File: src/rtl/ball_job_seq_if.sv
// Job, program and result signals of the ball job sequencer.
// master = job source / program side, slave = sequencer.
interface ball_job_seq_if #(
    parameter int W  = 3,
    parameter int CW = 5
);
    logic          in_valid;
    logic          in_ready;
    logic [W-1:0]  in_x;
    logic [W-1:0]  in_y;
    logic [W-1:0]  in_w;
    logic          prog_start;
    logic [W-1:0]  prog_x;
    logic [W-1:0]  prog_y;
    logic [W-1:0]  prog_w;
    logic [8:0]    prog_loc;
    logic          out_valid;
    logic          out_ready;
    logic [1:0]    out_code;
    logic [CW-1:0] out_cycles;
    logic          busy;

    modport master (
        output in_valid, in_x, in_y, in_w, prog_loc, out_ready,
        input  in_ready, prog_start, prog_x, prog_y, prog_w,
        input  out_valid, out_code, out_cycles, busy
    );

    modport slave (
        input  in_valid, in_x, in_y, in_w, prog_loc, out_ready,
        output in_ready, prog_start, prog_x, prog_y, prog_w,
        output out_valid, out_code, out_cycles, busy
    );
endinterface

File: src/rtl/ball_job_seq.sv
// Job sequencer feeding the location-machine program block.
// Optional BALL_SEQ_ASSERT_EN adds concurrent protocol assertions.
module ball_job_seq #(
    parameter int W          = 3,
    parameter int CW         = 5,
    parameter int TMO_CYCLES = 31
) (
    input logic           clk,
    input logic           rst,
    ball_job_seq_if.slave bus
);
    typedef enum logic [3:0] {
        IDLE   = 4'b0001,
        LAUNCH = 4'b0010,
        RUN    = 4'b0100,
        REPORT = 4'b1000
    } state_t;

    state_t        state;
    logic          start;
    logic [W-1:0]  op_x;
    logic [W-1:0]  op_y;
    logic [W-1:0]  op_w;
    logic          valid;
    logic [1:0]    code;
    logic [CW-1:0] cycles;
    logic          busy;
    logic [CW-1:0] cnt;

    logic [CW-1:0] cnt_nxt;
    logic          one_hot;
    logic          decide;
    logic [1:0]    code_nxt;

    // Saturating count of RUN cycles including the current one.
    assign cnt_nxt = (cnt == '1) ? cnt : cnt + CW'(1);

    always_comb begin
        one_hot  = (bus.prog_loc != '0) &&
                   ((bus.prog_loc & (bus.prog_loc - 9'd1)) == '0);
        decide   = 1'b1;
        code_nxt = 2'b00;
        if (!one_hot) begin
            code_nxt = 2'b11;
        end else if (bus.prog_loc[8]) begin
            code_nxt = 2'b00;
        end else if (bus.prog_loc[7]) begin
            code_nxt = 2'b01;
        end else if (cnt_nxt == CW'(TMO_CYCLES)) begin
            code_nxt = 2'b10;
        end else begin
            decide = 1'b0;
        end
    end

    always_ff @(posedge clk) begin
        if (rst) begin
            state  <= IDLE;
            start  <= 1'b0;
            op_x   <= '0;
            op_y   <= '0;
            op_w   <= '0;
            valid  <= 1'b0;
            code   <= '0;
            cycles <= '0;
            busy   <= 1'b0;
            cnt    <= '0;
        end else begin
            start <= 1'b0;
            unique case (state)
                IDLE: begin
                    if (bus.in_valid) begin
                        op_x  <= bus.in_x;
                        op_y  <= bus.in_y;
                        op_w  <= bus.in_w;
                        start <= 1'b1;
                        busy  <= 1'b1;
                        state <= LAUNCH;
                    end
                end
                LAUNCH: begin
                    cnt   <= '0;
                    state <= RUN;
                end
                RUN: begin
                    cnt <= cnt_nxt;
                    if (decide) begin
                        code   <= code_nxt;
                        cycles <= cnt_nxt;
                        valid  <= 1'b1;
                        state  <= REPORT;
                    end
                end
                REPORT: begin
                    if (bus.out_ready) begin
                        valid <= 1'b0;
                        busy  <= 1'b0;
                        state <= IDLE;
                    end
                end
                default: begin
                    valid <= 1'b0;
                    busy  <= 1'b0;
                    state <= IDLE;
                end
            endcase
        end
    end

    assign bus.in_ready   = (state == IDLE);
    assign bus.prog_start = start;
    assign bus.prog_x     = op_x;
    assign bus.prog_y     = op_y;
    assign bus.prog_w     = op_w;
    assign bus.out_valid  = valid;
    assign bus.out_code   = code;
    assign bus.out_cycles = cycles;
    assign bus.busy       = busy;

`ifdef BALL_SEQ_ASSERT_EN
    // L7 is unreachable in the program, so a fail code is a bug.
    wire l7_prop     = valid && (code == 2'b01);
    wire l7_prop_neg = !l7_prop;

    a_state_onehot: assert property (
        @(posedge clk) disable iff (rst) $onehot(state));
    a_start_pulse: assert property (
        @(posedge clk) disable iff (rst) start |=> !start);
    a_no_l7: assert property (
        @(posedge clk) disable iff (rst) l7_prop_neg);
`endif
endmodule

File: src/flat_wrapper.sv
// flat-port wrapper written by rule: the top's interface ports become plain ports
module ball_job_seq_flat 
#(
    parameter int W          = 3,
    parameter int CW         = 5,
    parameter int TMO_CYCLES = 31
)
  (clk, rst, bus_in_valid, bus_in_x, bus_in_y, bus_in_w, bus_prog_loc, bus_out_ready, bus_in_ready, bus_prog_start, bus_prog_x, bus_prog_y, bus_prog_w, bus_out_valid, bus_out_code, bus_out_cycles, bus_busy);
  ball_job_seq_if #(.W(W), .CW(CW)) bus_i ();
  input logic clk;
  input logic rst;
  input wire logic [$bits(bus_i.in_valid)-1:0] bus_in_valid;
  input wire logic [$bits(bus_i.in_x)-1:0] bus_in_x;
  input wire logic [$bits(bus_i.in_y)-1:0] bus_in_y;
  input wire logic [$bits(bus_i.in_w)-1:0] bus_in_w;
  input wire logic [$bits(bus_i.prog_loc)-1:0] bus_prog_loc;
  input wire logic [$bits(bus_i.out_ready)-1:0] bus_out_ready;
  output wire logic [$bits(bus_i.in_ready)-1:0] bus_in_ready;
  output wire logic [$bits(bus_i.prog_start)-1:0] bus_prog_start;
  output wire logic [$bits(bus_i.prog_x)-1:0] bus_prog_x;
  output wire logic [$bits(bus_i.prog_y)-1:0] bus_prog_y;
  output wire logic [$bits(bus_i.prog_w)-1:0] bus_prog_w;
  output wire logic [$bits(bus_i.out_valid)-1:0] bus_out_valid;
  output wire logic [$bits(bus_i.out_code)-1:0] bus_out_code;
  output wire logic [$bits(bus_i.out_cycles)-1:0] bus_out_cycles;
  output wire logic [$bits(bus_i.busy)-1:0] bus_busy;
  assign bus_i.in_valid = bus_in_valid;
  assign bus_i.in_x = bus_in_x;
  assign bus_i.in_y = bus_in_y;
  assign bus_i.in_w = bus_in_w;
  assign bus_i.prog_loc = bus_prog_loc;
  assign bus_i.out_ready = bus_out_ready;
  assign bus_in_ready = bus_i.in_ready;
  assign bus_prog_start = bus_i.prog_start;
  assign bus_prog_x = bus_i.prog_x;
  assign bus_prog_y = bus_i.prog_y;
  assign bus_prog_w = bus_i.prog_w;
  assign bus_out_valid = bus_i.out_valid;
  assign bus_out_code = bus_i.out_code;
  assign bus_out_cycles = bus_i.out_cycles;
  assign bus_busy = bus_i.busy;
  ball_job_seq #(.W(W), .CW(CW), .TMO_CYCLES(TMO_CYCLES)) u_core (.clk(clk), .rst(rst), .bus(bus_i));
endmodule
File: config.mk
export PLATFORM = sky130hd
export DESIGN_NAME = ball_job_seq_flat
export DESIGN_NICKNAME = d
export VERILOG_FILES = /design/src/rtl/ball_job_seq_if.sv /design/src/rtl/ball_job_seq.sv /design/src/flat_wrapper.sv
export SDC_FILE = /design/constraint.sdc
export NUM_CORES = 1
export LEC_CHECK = 0
export BUFFER_PORTS_ARGS = -buffer_cell sky130_fd_sc_hd__buf_2
export CORE_MARGIN = 8
export CORE_UTILIZATION = 40
export DETAILED_ROUTE_END_ITERATION = 16
export HOLD_SLACK_MARGIN = 0.15
export PLACE_DENSITY_LB_ADDON = 0.1
export SYNTH_ARGS = -nofsm -noshare
export SYNTH_HDL_FRONTEND = slang
export SYNTH_SLANG_ARGS = --single-unit
File: constraint.sdc
create_clock -name clk -period 2.8 [get_ports clk]
set_input_delay 0.14 -clock clk [delete_from_list [all_inputs] [get_ports clk]]
set_output_delay 0.14 -clock clk [all_outputs]
set_load 0.01 [all_outputs]
==> results.json <==
{
  "maximum_level_of_the_cts_h_tree": 1,
  "async_set_or_reset_register_ratio_after_synthesis": 0,
  "drive_above_1_share": 0.238,
  "vias_per_cell": 5.21,
  "timing.critical_path.from_type": "flip-flop",
  "source_of_the_worst_register_to_register_timing_path": "u_core.cnt[0]$_SDFFE_PP0P_",
  "drt-total-wl_um": 3370,
  "dieArea_sq_mm": 0.00546,
  "layoutNonFillerInstCount": 256,
  "synth.avg_cell_area_sq_um": 8.43,
  "grt_setup_unrepaired": "no",
  "n_antenna_cell": 0,
  "die_x_um": 73.9,
  "fillCellCount": 314,
  "initialDrtViolationCount": 86,
  "dr_total_vias": 1333,
  "place_congestion": 0.872,
  "cap_violations": 0,
  "max-vdd-ir-drop_uv": 204,
  "io_buffer_count": 41,
  "worst-endpoint-required_ns": 3.07,
  "synth_cells": 159,
  "synth_ff_type": "sky130_fd_sc_hd__dfxtp_1",
  "floorplan.initialDensity": 0.408,
  "placed_cells": 242,
  "critical_path.startpoint": "u_core.cnt[0]$_SDFFE_PP0P_",
  "timing.setup.critical_path_class": "flip-flop to flip-flop",
  "tritoncts": "yes",
  "yosys.cell_count.top_type": "sky130_fd_sc_hd__dfxtp_1",
  "p_total_w": 0.000901,
  "netlist.area_leader.share": 0.418,
  "setup_tns_ns": 0,
  "groute.usage.overall": 0.122,
  "highest_clock_rate_mhz": 450,
  "ys.warnings.count": 0,
  "drv_slew": 0,
  "area.growth.synth_to_final_pct": 30.1,
  "final-setup-viol-count": 0,
  "slew-limit-headroom": 0.645,
  "via_count_of_the_first_global_routing_pass": 1242,
  "core_sq_mm": 0.00328,
  "detail_placement_hpwl_um": 2500,
  "synth_top_area_cell": "sky130_fd_sc_hd__dfxtp_1",
  "ys_seq_area_frac": 0.418,
  "wl_per_cell_um": 13.2,
  "postLayoutCoreUtil": 0.531,
  "net_total_in_the_final_layout": 234,
  "skew_ns": 0.00772,
  "report.final.hold_viol_count": 0,
  "syn-cell-area_sq_mm": 0.00134,
  "clkLatencyLatePin_ns": 0.33,
  "detail-route-antenna-nets": 0,
  "gr-usage-met3": 0.0286,
  "hold_path.startpoint": "rst",
  "synthTopCellsByArea": "sky130_fd_sc_hd__dfxtp_1 42%, sky130_fd_sc_hd__mux2i_1 7.5%, sky130_fd_sc_hd__nor2_1 7.3%",
  "groute.layer.met1.usage": 0.137,
  "hold_class": "input pin to flip-flop",
  "cts.repair.resized": 0,
  "final_hold_slack_ns": 0.226,
  "leak_nw": 0.748,
  "synth-edff-count": 0,
  "cts_made_buffers": 3,
  "ctsLongestPathBuffers": 2,
  "drt_first_pass_iters": 4,
  "row_count": 21,
  "grt_first_pass_wirelength_um": 5400,
  "powerDensity_mw_per_mm2": 517,
  "timing_worst_slew_pin_value_ns": 0.531,
  "worst_setup_path_end_kind": "flip-flop",
  "grt-ovfl-total": 0,
  "grt_start_max_net_pins": 27,
  "ys_seq_elements": 28,
  "final_min_period_over_clock_period": 0.793,
  "clock-sinks": 28,
  "synth.net_count": 182,
  "synth_cell_type_count": 39,
  "floorplan.io_pins": 42,
  "timing.critical_path.arrival_ns": 2.49,
  "worst_setup_hold_path_clk_slew_ns": 0.16,
  "clockRootBuffer": "sky130_fd_sc_hd__clkbuf_4",
  "met2_usage": 0.223,
  "post-route-min-period_ns": 2.22,
  "drt_drc_violations_left": 0,
  "global_route.peak_usage_layer": "met2",
  "antenna_found_initial": 0,
  "outcome": "complete, no violations",
  "worst-path-max-fanout": 8,
  "synth_common_cells": "28 x sky130_fd_sc_hd__dfxtp_1, 26 x sky130_fd_sc_hd__nor2_1, 14 x sky130_fd_sc_hd__a21oi_1",
  "chipHeight_um": 73.9
}
where the power goes:
group | switching [W] | internal, W
Combinational | 0.000104 | 0.0000842
Clock | 0.000121 | 0.000145
Sequential | 0.0000178 | 0.000429
what timing repair did:
action                                  CTS  global route
endpoints found under the setup margin    0             0
buffers inserted                          0             0
hold buffers                             10             0
endpoints found under the hold margin    10             0
worst max-delay path, cell delays in order (launching register included):
cell and delay [ns]:
sky130_fd_sc_hd__dfxtp_1 0.49, sky130_fd_sc_hd__ha_1 0.29, sky130_fd_sc_hd__and3_1 0.28, sky130_fd_sc_hd__mux2i_1 0.23, sky130_fd_sc_hd__a21oi_1 0.11, sky130_fd_sc_hd__and4b_4 0.23
sky130_fd_sc_hd__or4_1 0.46, sky130_fd_sc_hd__o21ai_0 0.08
kinds of logic (layout without fill, tap and decap cells):
kind of cell | after synthesis | count (layout) | synth area share
xor gates and xnor gates | 3 | 3 | 0.0196
AOI/OAI and AO/OA | 33 | 33 | 0.162
DFF | 28 | 28 | 0.418
and+or+nand+nor | 72 | 72 | 0.277
adders and majority gates | 2 | 2 | 0.0168
muxes | 10 | 10 | 0.0747
buffers and inverters | 11 | 62 | 0.0317
path summary, 6_finish.rpt:
check	to	slack [ns]	cells after the start
worst max-delay path	u_core.bus.out_cycles[0]$_SDFFE_PP0P_	0.58	7
worst max register to register	u_core.bus.out_cycles[0]$_SDFFE_PP0P_	0.58	7
worst min register to register	u_core.bus.out_cycles[0]$_SDFFE_PP0P_	0.51	2
worst min-delay path	u_core.bus.prog_y[1]$_SDFFE_PP0P_	0.23	2
registers in the layout (all words and copies together), names as in the netlist:
name	cells
u_core.bus.out_code	2
u_core.bus.busy	1
u_core.cnt	5
u_core.bus.out_valid	1
u_core.bus.prog_start	1
u_core.state	4
u_core.bus.prog_y	3
u_core.bus.prog_w	3
u_core.bus.prog_x	3
u_core.bus.out_cycles	5
cells in the final DEF, fill, tap and decap left out, drive strengths merged, types with 3 or more instances in the layout:
cell / count
buf: 42
dfxtp: 28
nor2: 26
a21oi: 14
nand2: 13
mux2i: 10
dlygate4sd3: 10
nor3: 7
inv: 6
nor4: 5
o21ai: 5
nand3b: 4
nand3: 3
a311oi: 3
clkbuf: 3
metal layers:
metal,vias up,part of all wire
met5,-,0
met4,0,0.0050
met3,2,0.092
met2,39,0.49
met1,607,0.42
li1,685,-
cell type report:
cell class | count | area [sq um] | share of cell area
repair buffers | 52 | 313 | 0.179
clock buffers | 3 | 22.5 | 0.0129
multi-input cells | 120 | 737 | 0.423
flip-flops and latches | 28 | 561 | 0.322
inverters | 6 | 22.5 | 0.0129
well taps | 46 | 57.6 | 0.0330
clock inverters | 1 | 30.0 | 0.0172
per-stage QoR:
step | instance area [sq um] | setup slack, ns
3_5_place_dp | 1590 | 0.633
3_3_place_gp | 1590 | 0.687
5_1_grt | 1740 | 0.410
6_report | 1740 | 0.580
4_1_cts | 1740 | 0.590
2_1_floorplan | 1340 | 0.690
No activity file was read; power rests on OpenSTA's default activity.
